--- src/rtl/filter_16qam.sv ---
`default_nettype none
// +----------------------------------------------------------------------------+
// | Module  : filter_16qam                                                     |
// | Brief   : 16-QAM PRBS test transmitter with raised-cosine shaping and      |
// |           fs/4 digital IF mixer driving two signed DAC outputs.            |
// | Revision: 1.0 - initial release                                            |
// +----------------------------------------------------------------------------+
module filter_16qam #(
    parameter int BIT_DAC = 14,
    parameter int SPS     = 8,
    parameter int NTAPS   = 33,
    parameter int COEF_W  = 10,
    parameter int PATTERN = 0
) (
    input  logic                      clock_5000,
    input  logic                      reset,
    output logic signed [BIT_DAC-1:0] base_out,
    output logic signed [BIT_DAC-1:0] if_out
);

    localparam int c_CNT_W  = (SPS > 4) ? $clog2(SPS) : 2;
    localparam int c_LVL_W  = 3;
    localparam int c_CTR    = NTAPS / 2;
    localparam int c_PROD_W = c_LVL_W + 1 + COEF_W;
    localparam int c_ACC_W  = c_PROD_W + $clog2(c_CTR + 1) + 1;

    localparam logic signed [BIT_DAC-1:0] c_SAT_MAX = {1'b0, {(BIT_DAC-1){1'b1}}};
    localparam logic signed [BIT_DAC-1:0] c_SAT_MIN = {1'b1, {(BIT_DAC-1){1'b0}}};
    localparam logic        [8:0]         c_LFSR_SEED = 9'h1FF;

    // Raised cosine, roll-off 0.5, 511 full scale, indexed by distance from centre.
    function automatic logic signed [COEF_W-1:0] coef(input int k);
        int d;
        d = (k > c_CTR) ? (k - c_CTR) : (c_CTR - k);
        case (d)
            0:       coef = COEF_W'(511);
            1:       coef = COEF_W'(496);
            2:       coef = COEF_W'(453);
            3:       coef = COEF_W'(388);
            4:       coef = COEF_W'(307);
            5:       coef = COEF_W'(219);
            6:       coef = COEF_W'(134);
            7:       coef = COEF_W'(59);
            8:       coef = COEF_W'(0);
            9:       coef = COEF_W'(-41);
            10:      coef = COEF_W'(-63);
            11:      coef = COEF_W'(-68);
            12:      coef = COEF_W'(-61);
            13:      coef = COEF_W'(-47);
            14:      coef = COEF_W'(-29);
            15:      coef = COEF_W'(-13);
            default: coef = COEF_W'(0);
        endcase
    endfunction

    function automatic logic signed [c_LVL_W-1:0] gray_lvl(input logic [1:0] b);
        case (b)
            2'b00:   gray_lvl = -3'sd3;
            2'b01:   gray_lvl = -3'sd1;
            2'b11:   gray_lvl = 3'sd1;
            default: gray_lvl = 3'sd3;
        endcase
    endfunction

    function automatic logic signed [BIT_DAC-1:0] sat(input logic signed [c_ACC_W-1:0] v);
        if (v > c_ACC_W'(c_SAT_MAX)) begin
            sat = c_SAT_MAX;
        end else if (v < c_ACC_W'(c_SAT_MIN)) begin
            sat = c_SAT_MIN;
        end else begin
            sat = v[BIT_DAC-1:0];
        end
    endfunction

    function automatic logic signed [BIT_DAC-1:0] neg_sat(input logic signed [BIT_DAC-1:0] v);
        neg_sat = (v == c_SAT_MIN) ? c_SAT_MAX : -v;
    endfunction

    logic        [c_CNT_W-1:0] r_cnt;
    logic        [8:0]         r_lfsr;
    logic        [8:0]         w_lfsr_nxt;
    logic                      w_stb;
    logic signed [c_LVL_W-1:0] w_sym [2];
    logic signed [BIT_DAC-1:0] w_sat [2];
    logic signed [BIT_DAC-1:0] w_if;
    logic signed [BIT_DAC-1:0] r_base;
    logic signed [BIT_DAC-1:0] r_if;

    assign w_stb = (r_cnt == '0);

    always_ff @(posedge clock_5000 or negedge reset) begin
        if (!reset) begin
            r_cnt <= '0;
        end else if (r_cnt == c_CNT_W'(SPS - 1)) begin
            r_cnt <= '0;
        end else begin
            r_cnt <= r_cnt + 1'b1;
        end
    end

    // x^9 + x^5 + 1, bits leave at [8]; one symbol consumes four steps.
    always_comb begin
        w_lfsr_nxt = r_lfsr;
        for (int i = 0; i < 4; i++) begin
            w_lfsr_nxt = {w_lfsr_nxt[7:0], w_lfsr_nxt[8] ^ w_lfsr_nxt[4]};
        end
    end

    always_ff @(posedge clock_5000 or negedge reset) begin
        if (!reset) begin
            r_lfsr <= c_LFSR_SEED;
        end else if (w_stb) begin
            r_lfsr <= w_lfsr_nxt;
        end
    end

    generate
        if (PATTERN == 1) begin : g_const_sym
            assign w_sym[0] = 3'sd3;
            assign w_sym[1] = -3'sd3;
        end else begin : g_prbs_sym
            assign w_sym[0] = gray_lvl(r_lfsr[8:7]);
            assign w_sym[1] = gray_lvl(r_lfsr[6:5]);
        end
    endgenerate

    // Rail 0 carries I, rail 1 carries Q; each is a zero-stuffed symmetric FIR.
    generate
        for (genvar r = 0; r < 2; r++) begin : g_rail
            logic signed [c_LVL_W-1:0] r_dl [NTAPS];
            logic signed [c_ACC_W-1:0] w_acc;

            always_ff @(posedge clock_5000 or negedge reset) begin
                if (!reset) begin
                    for (int k = 0; k < NTAPS; k++) begin
                        r_dl[k] <= '0;
                    end
                end else begin
                    r_dl[0] <= w_stb ? w_sym[r] : '0;
                    for (int k = 1; k < NTAPS; k++) begin
                        r_dl[k] <= r_dl[k-1];
                    end
                end
            end

            always_comb begin
                w_acc = c_ACC_W'(coef(c_CTR)) * c_ACC_W'(r_dl[c_CTR]);
                for (int k = 0; k < c_CTR; k++) begin
                    w_acc = w_acc + c_ACC_W'(coef(k))
                          * (c_ACC_W'(r_dl[k]) + c_ACC_W'(r_dl[NTAPS-1-k]));
                end
            end

            assign w_sat[r] = sat(w_acc);
        end
    endgenerate

    // fs/4 carrier: cos = 1,0,-1,0 and sin = 0,1,0,-1 over phases 0..3.
    always_comb begin
        w_if = w_sat[0];
        case (r_cnt[1:0])
            2'd0:    w_if = w_sat[0];
            2'd1:    w_if = neg_sat(w_sat[1]);
            2'd2:    w_if = neg_sat(w_sat[0]);
            default: w_if = w_sat[1];
        endcase
    end

    always_ff @(posedge clock_5000 or negedge reset) begin
        if (!reset) begin
            r_base <= '0;
            r_if   <= '0;
        end else begin
            r_base <= w_sat[0];
            r_if   <= w_if;
        end
    end

    assign base_out = r_base;
    assign if_out   = r_if;

endmodule
`default_nettype wire

--- config.mk ---
export PLATFORM = sky130hd
export DESIGN_NAME = filter_16qam
export DESIGN_NICKNAME = d
export VERILOG_FILES = /design/src/rtl/filter_16qam.sv
export SDC_FILE = /design/constraint.sdc
export NUM_CORES = 2
export LEC_CHECK = 0
export CORE_ASPECT_RATIO = 1.25
export CORE_MARGIN = 4
export CORE_UTILIZATION = 60
export DETAILED_ROUTE_END_ITERATION = 16
export DONT_BUFFER_PORTS = 1
export PLACE_DENSITY_LB_ADDON = 0.05
export REMOVE_ABC_BUFFERS = 1
export SLEW_MARGIN = 25
export SYNTH_ARGS = -nofsm -noshare
export SYNTH_HDL_FRONTEND = slang
export SYNTH_SLANG_ARGS = --single-unit
export TNS_END_PERCENT = 10
--- constraint.sdc ---
create_clock -name clock_5000 -period 15.1 [get_ports clock_5000]
set_clock_uncertainty 0.05 [all_clocks]
set_input_delay 1.51 -clock clock_5000 [delete_from_list [all_inputs] [get_ports clock_5000]]
set_output_delay 1.51 -clock clock_5000 [all_outputs]
set_load 0.02 [all_outputs]
# Word-level counts from Yosys, hierarchy flattened
# Cells that the tools add are included.
# totals
register_bits,232
in_bits,2
out_inout_bits,28
word_cells,190
# op_classes
add_sub_neg,59
n_mul,30
order_cmp,4
n_eq_ne,9
muxes,12
bitwise_logic,4
n_reduce_logical,4
# ops
operator,n
$add A20 B14 Y20,8
$add A3 B3 Y4,28
$mul A7 B4 Y11 const A,10
$mux W14,6
$add A20 B13 Y20,4
$mul A6 B4 Y10 const A,6
$mul A10 B4 Y14 const A,4
$mul A8 B4 Y12 const A,4
$pmux W14 S3,1
$add A19 B11 Y20,2
$add A20 B11 Y20,2
$gt A20 B14 Y1 const B,2
$lt A20 B14 Y1 const B,2
$add A18 B11 Y19,2
$add A17 B12 Y18,2
$add A16 B11 Y17,2
$add A15 B11 Y16,2
$add A14 B10 Y15,2
$add A13 B9 Y14,2
$eq A14 B14 Y1 const B,2
$neg A14 Y14,2
$mul A10 B3 Y13 const A,2
$mul A9 B4 Y13 const A,2
$mul A5 B4 Y9 const A,2
9 further kinds,21

# Longest topological paths before layout
# depth
ltp_word,22
ltp_mapped,50
ltp_nobuf,46

# Least setup slack after synthesis
# OpenSTA, ideal clock, no wires.
# synth_timing
kind,register to register
startpoint,reg g_rail[1].r_dl[15] (netlist bit)
endpoint,reg r_if[10] (netlist: if_out[10])
setup_ns,0.125
arrival_time_ns,11.743
t_required_ns,14.925
path_slack_ns,3.182
stages_incl_launch_ff,50
path_buffers,4
period_less_slack_ns,11.918
path_cell_list,dfrtp_1 > ha_1 > fa_1 > xor2_1 > inv_1 > ha_1 > inv_1 > ha_1 > fa_1 > ha_1 > fa_1 > nor2b_1 > o21a_1 > o21a_1 > o21a_1 > nor2_1 > xor2_1 > ha_1 > [... 14 more ...] > ha_1 > buf_6 > a21oi_4 > o21ai_1 > a311o_1 > a31oi_4 > xnor2_1 > or4_4 > o21ai_2 > buf_2 > buf_2 > a21oi_1 > ha_1 > clkbuf_1 > o211a_1 > a221o_1 > o22ai_1 > o21ai_1
# synth_between
elab_chain_cells,18
elab_cells_between_ends,20
classes_between,12 x add/sub; 1 x mul; 2 x order compare; 1 x eq/ne; 4 x mux
# synth_rtl
element,line,rtl
from (decl),130,logic signed [c_LVL_W-1:0] r_dl [NTAPS];
"from (signal, indexed assignment)",141,r_dl[k] <= r_dl[k-1];
$add A3 B3 Y4 (*),150,* (c_ACC_W'(r_dl[k]) + c_ACC_W'(r_dl[NTAPS-1-k]));
$mul A6 B4 Y10 (*),150,
$add A17 B12 Y18 (*),149,w_acc = w_acc + c_ACC_W'(coef(k))
$add A18 B11 Y19 (*),149,
$add A19 B11 Y20 (*),149,
$add A20 B11 Y20 (*),149,
$add A20 B13 Y20 (*) (2 in a row),149,
$add A20 B14 Y20 (*) (4 in a row),149,
$lt A20 B14 Y1,68,end else if (v < c_ACC_W'(c_SAT_MIN)) begin
$mux W14,68,
$mux W14 (*),66,if (v > c_ACC_W'(c_SAT_MAX)) begin
$neg A14 Y14 or $eq A14 B14 Y1 (tied branches),76,neg_sat = (v == c_SAT_MIN) ? c_SAT_MAX : -v;
$mux W14,76,
$pmux W14 S3 (*),161,case (r_cnt[1:0])
named net w_if[10],85,logic signed [BIT_DAC-1:0] w_if;
to (signal assigned),175,r_if <= w_if;
to (decl),87,logic signed [BIT_DAC-1:0] r_if;
# The timed path passes the listed nets; every way through them passes the cells marked *.
# A chain may end at the register's enable or synchronous reset.

# Worst setup path in the final report
# Ends and elaborated chain as after synthesis.

==> reports/results.ini <==
[synthesis]
ys_async_sr_fraction_pct=100.0
synthFlopType=dfrtp_1
synth_top_family_by_area=adder cells
synth_compound_area_share_pct=5.777
syn-mean-instance-area_um2=10.74
yosys_warnings=0
synth_mux_area_share_pct=0.5910
synth-xor-area-share_pct=2.807
yosys.area_share.simple_pct=4.046
synth_edf_count=0
syn-cell-area_mm2=0.03303
synth.top_cell.area_share_pct=38.55
synth_most_common_cell=inv_1
yosysSeqAreaShare_pct=15.19
synth.distinct_cells=82
syn_inst=3075
synthAdderAreaFrac_pct=60.10
synth_seq_cells=200
synth_common_cells=inv_1 (970), fa_1 (636), ha_1 (569), dfrtp_1 (191), nand2_1 (80)
synthTopCellsByArea=fa_1 (39%), ha_1 (22%), dfrtp_1 (14%)
yosysTopAreaCell=fa_1

[sta]
fin_crit_sh_pct=85.76
fmax_ghz=0.07722
final.setup.tns_ps=0
final_max_slew_viol_count=0
finalHoldWorstSlack_ps=302.4
maxSlewHeadroom_pct=29.44
setup_ws_ps=2150
finalSetupViolCount=0
final-hold-violation-count=0
fin_crit_ps=12950
grt_setup_unrepaired=false
tightestPinTransition_ps=1058

[placed_design]
dp.cells=3785
dpl_cell_area_mm2=0.03389
dp_hpwl_um=70380
post-place-ws_ps=2238
gp_congestion=0.9137
portBuffers=0

[worst_setup_path]
r2r-start=g_rail[1].r_dl[15]
start_kind=flip-flop
crit_fanout=26
worstSetupEndpointType=flip-flop
cp.arrival_ps=13250
worst_ep_required_time_ps=15400
crit_top_cell=fa_1
max_stage_delay_ps=550
crit_type=flip-flop to flip-flop
cp_slowest_cell=fa_1
crit_start=g_rail[1].r_dl[15]

[layout]
final_area_mm2=0.03450
nFillCells=4407
fin_cells=3816
num_antenna_cells=0
nets=4284
syn_to_final_growth_pct=4.443
drive_gt1_share_pct=3.237

[routing]
antenna_left=0
drt_iter0_markers=1112
first_pass_iters=5
drc_errors=0
wl_per_cell_um=20.39
vias=20180
via_per_inst=5.287
drt_wl_total_um=77800

[global_routing]
grt_pass1_vias=22660
grt_pass1_wl_um=125800
grt_start_max_net_pins=201
grt-ovfl-total=0
grt_antenna_before_repair=0
grt_usage_pct=28.05

[die]
core-area_mm2=0.05408
ios=30
rows=95
die_w_um=217.9
start_util_pct=61.07
die_h_um=270.3
die-area_mm2=0.05889

[clocking]
cts_root_buffer=clkbuf_16
cts.reportedPaths.clkPinSlew_ps=90
cts_buffer_depth=2
ctsHoldBuffers=0
cts_tree=yes
htreeDepth=4
clk_latency_ps=460
cts_setup_buffers=0
cts_sinks=200
ctsResizeCount=0
numCtsBuffers=17

[run_status]
outcome=complete, no violations

[worst_hold_path]
worstHoldPathType=flip-flop to flip-flop
hold_path_startpoint=g_rail[0].r_dl[98]

[pwr]
p_leak_nw=19.14
p_per_area_mw_per_mm2=29.35
vdd_drop_max_uv=128.9

[run]
drv_cap=0

## per-layer routing
| metal | up-vias | global-route usage (%) | part of all wire [%] |
|---|---|---|---|
| met1 | 10400 | 40.33 | 45 |
| met3 | 97 | 2.723 | 3.5 |
| met5 | - | 0 | 0 |
| met2 | 354 | 45.74 | 48 |
| li1 | 9327 | - | - |
| met4 | 0 | 8.534 | 3.3 |
## cells by family (layout without fill, tap and decap cells)
| logic type | after synthesis | in the layout |
|---|---|---|
| buffers and inverters | 1000 | 1014 |
| adder cells (fa/ha/maj) | 1205 | 1205 |
| flip-flops | 200 | 200 |
| AND/OR/NAND/NOR | 262 | 262 |
| XOR/XNOR | 105 | 105 |
| other | 1 | 1 |
| AO/OA/AOI/OAI | 284 | 284 |
| multiplexers | 18 | 18 |
## report_power, final
group / total (mW) / switching [mW] / internal (mW)
clock: 0.462 / 0.238 / 0.224
combinational: 0.0111 / 0.00719 / 0.00391
sequential: 0.539 / 0.00273 / 0.537
total: 1.01 / 0.248 / 0.765
## layout make-up
type | count | area (um^2) | area share (%)
flip-flops and latches | 200 | 5016 | 14.54
well taps | 727 | 909.6 | 2.637
multi-input cells | 1875 | 24230 | 70.24
clock buffers | 17 | 425.4 | 1.233
repair buffers | 13 | 97.59 | 0.2829
inverters | 970 | 3641 | 10.55
clock inverters | 14 | 177.7 | 0.5150
## state kept, by name (all words and copies together), names as in the netlist
register and cells:
if_out 14, r_lfsr 9, base_out 14, r_cnt 3, g_rail.r_dl 160
## per-stage QoR
step	power, mW	utilization [%]
6_report	1.012	63.78
5_1_grt	1.046	63.78
4_1_cts	1.028	63.78
3_5_place_dp	0.5613	62.67
3_3_place_gp	0.5612	62.66
2_1_floorplan	0.5581	-
## worst max-delay path: cells and delay by family, from the launching register on
family | cells | cell delay, ps
adder cells (fa/ha/maj) | 18 | 7220
AO/OA/AOI/OAI | 13 | 2660
XOR/XNOR | 3 | 860
buffers and inverters | 9 | 840
AND/OR/NAND/NOR | 3 | 790
flip-flops | 1 | 390
## placed cells by master, fill, tap and decap left out, drive strengths merged, types with 7 or more instances in the layout
cell and instances:
clkinv 8, o22ai 11, mux2 12, and2 9, nor3 17, nor2b 11, ha 569, and3 8
a21o 24, buf 13, dfrtp 191, xnor2 49, o21ai 64, a21oi 71, nor2 53, fa 636
nand3 24, dfstp 9, o21a 8, or2 12, a31oi 16, xor2 56, a211oi 18, nand2 80
o21bai 7, nand2b 12, clkbuf 17, inv 976
## final timing paths
kind | endpoint | slack (ps) | depth (start not counted)
max | if_out[10] | 2150 | 46
min | g_rail[0].r_dl[95] | 300 | 0
max reg2reg | if_out[10] | 2150 | 46
min reg2reg | g_rail[0].r_dl[95] | 300 | 0
max in group asynchronous | r_lfsr[6] | 13860 | 0
min in group asynchronous | base_out[12] | 690 | 0
Power figures use the tool's default switching activity.
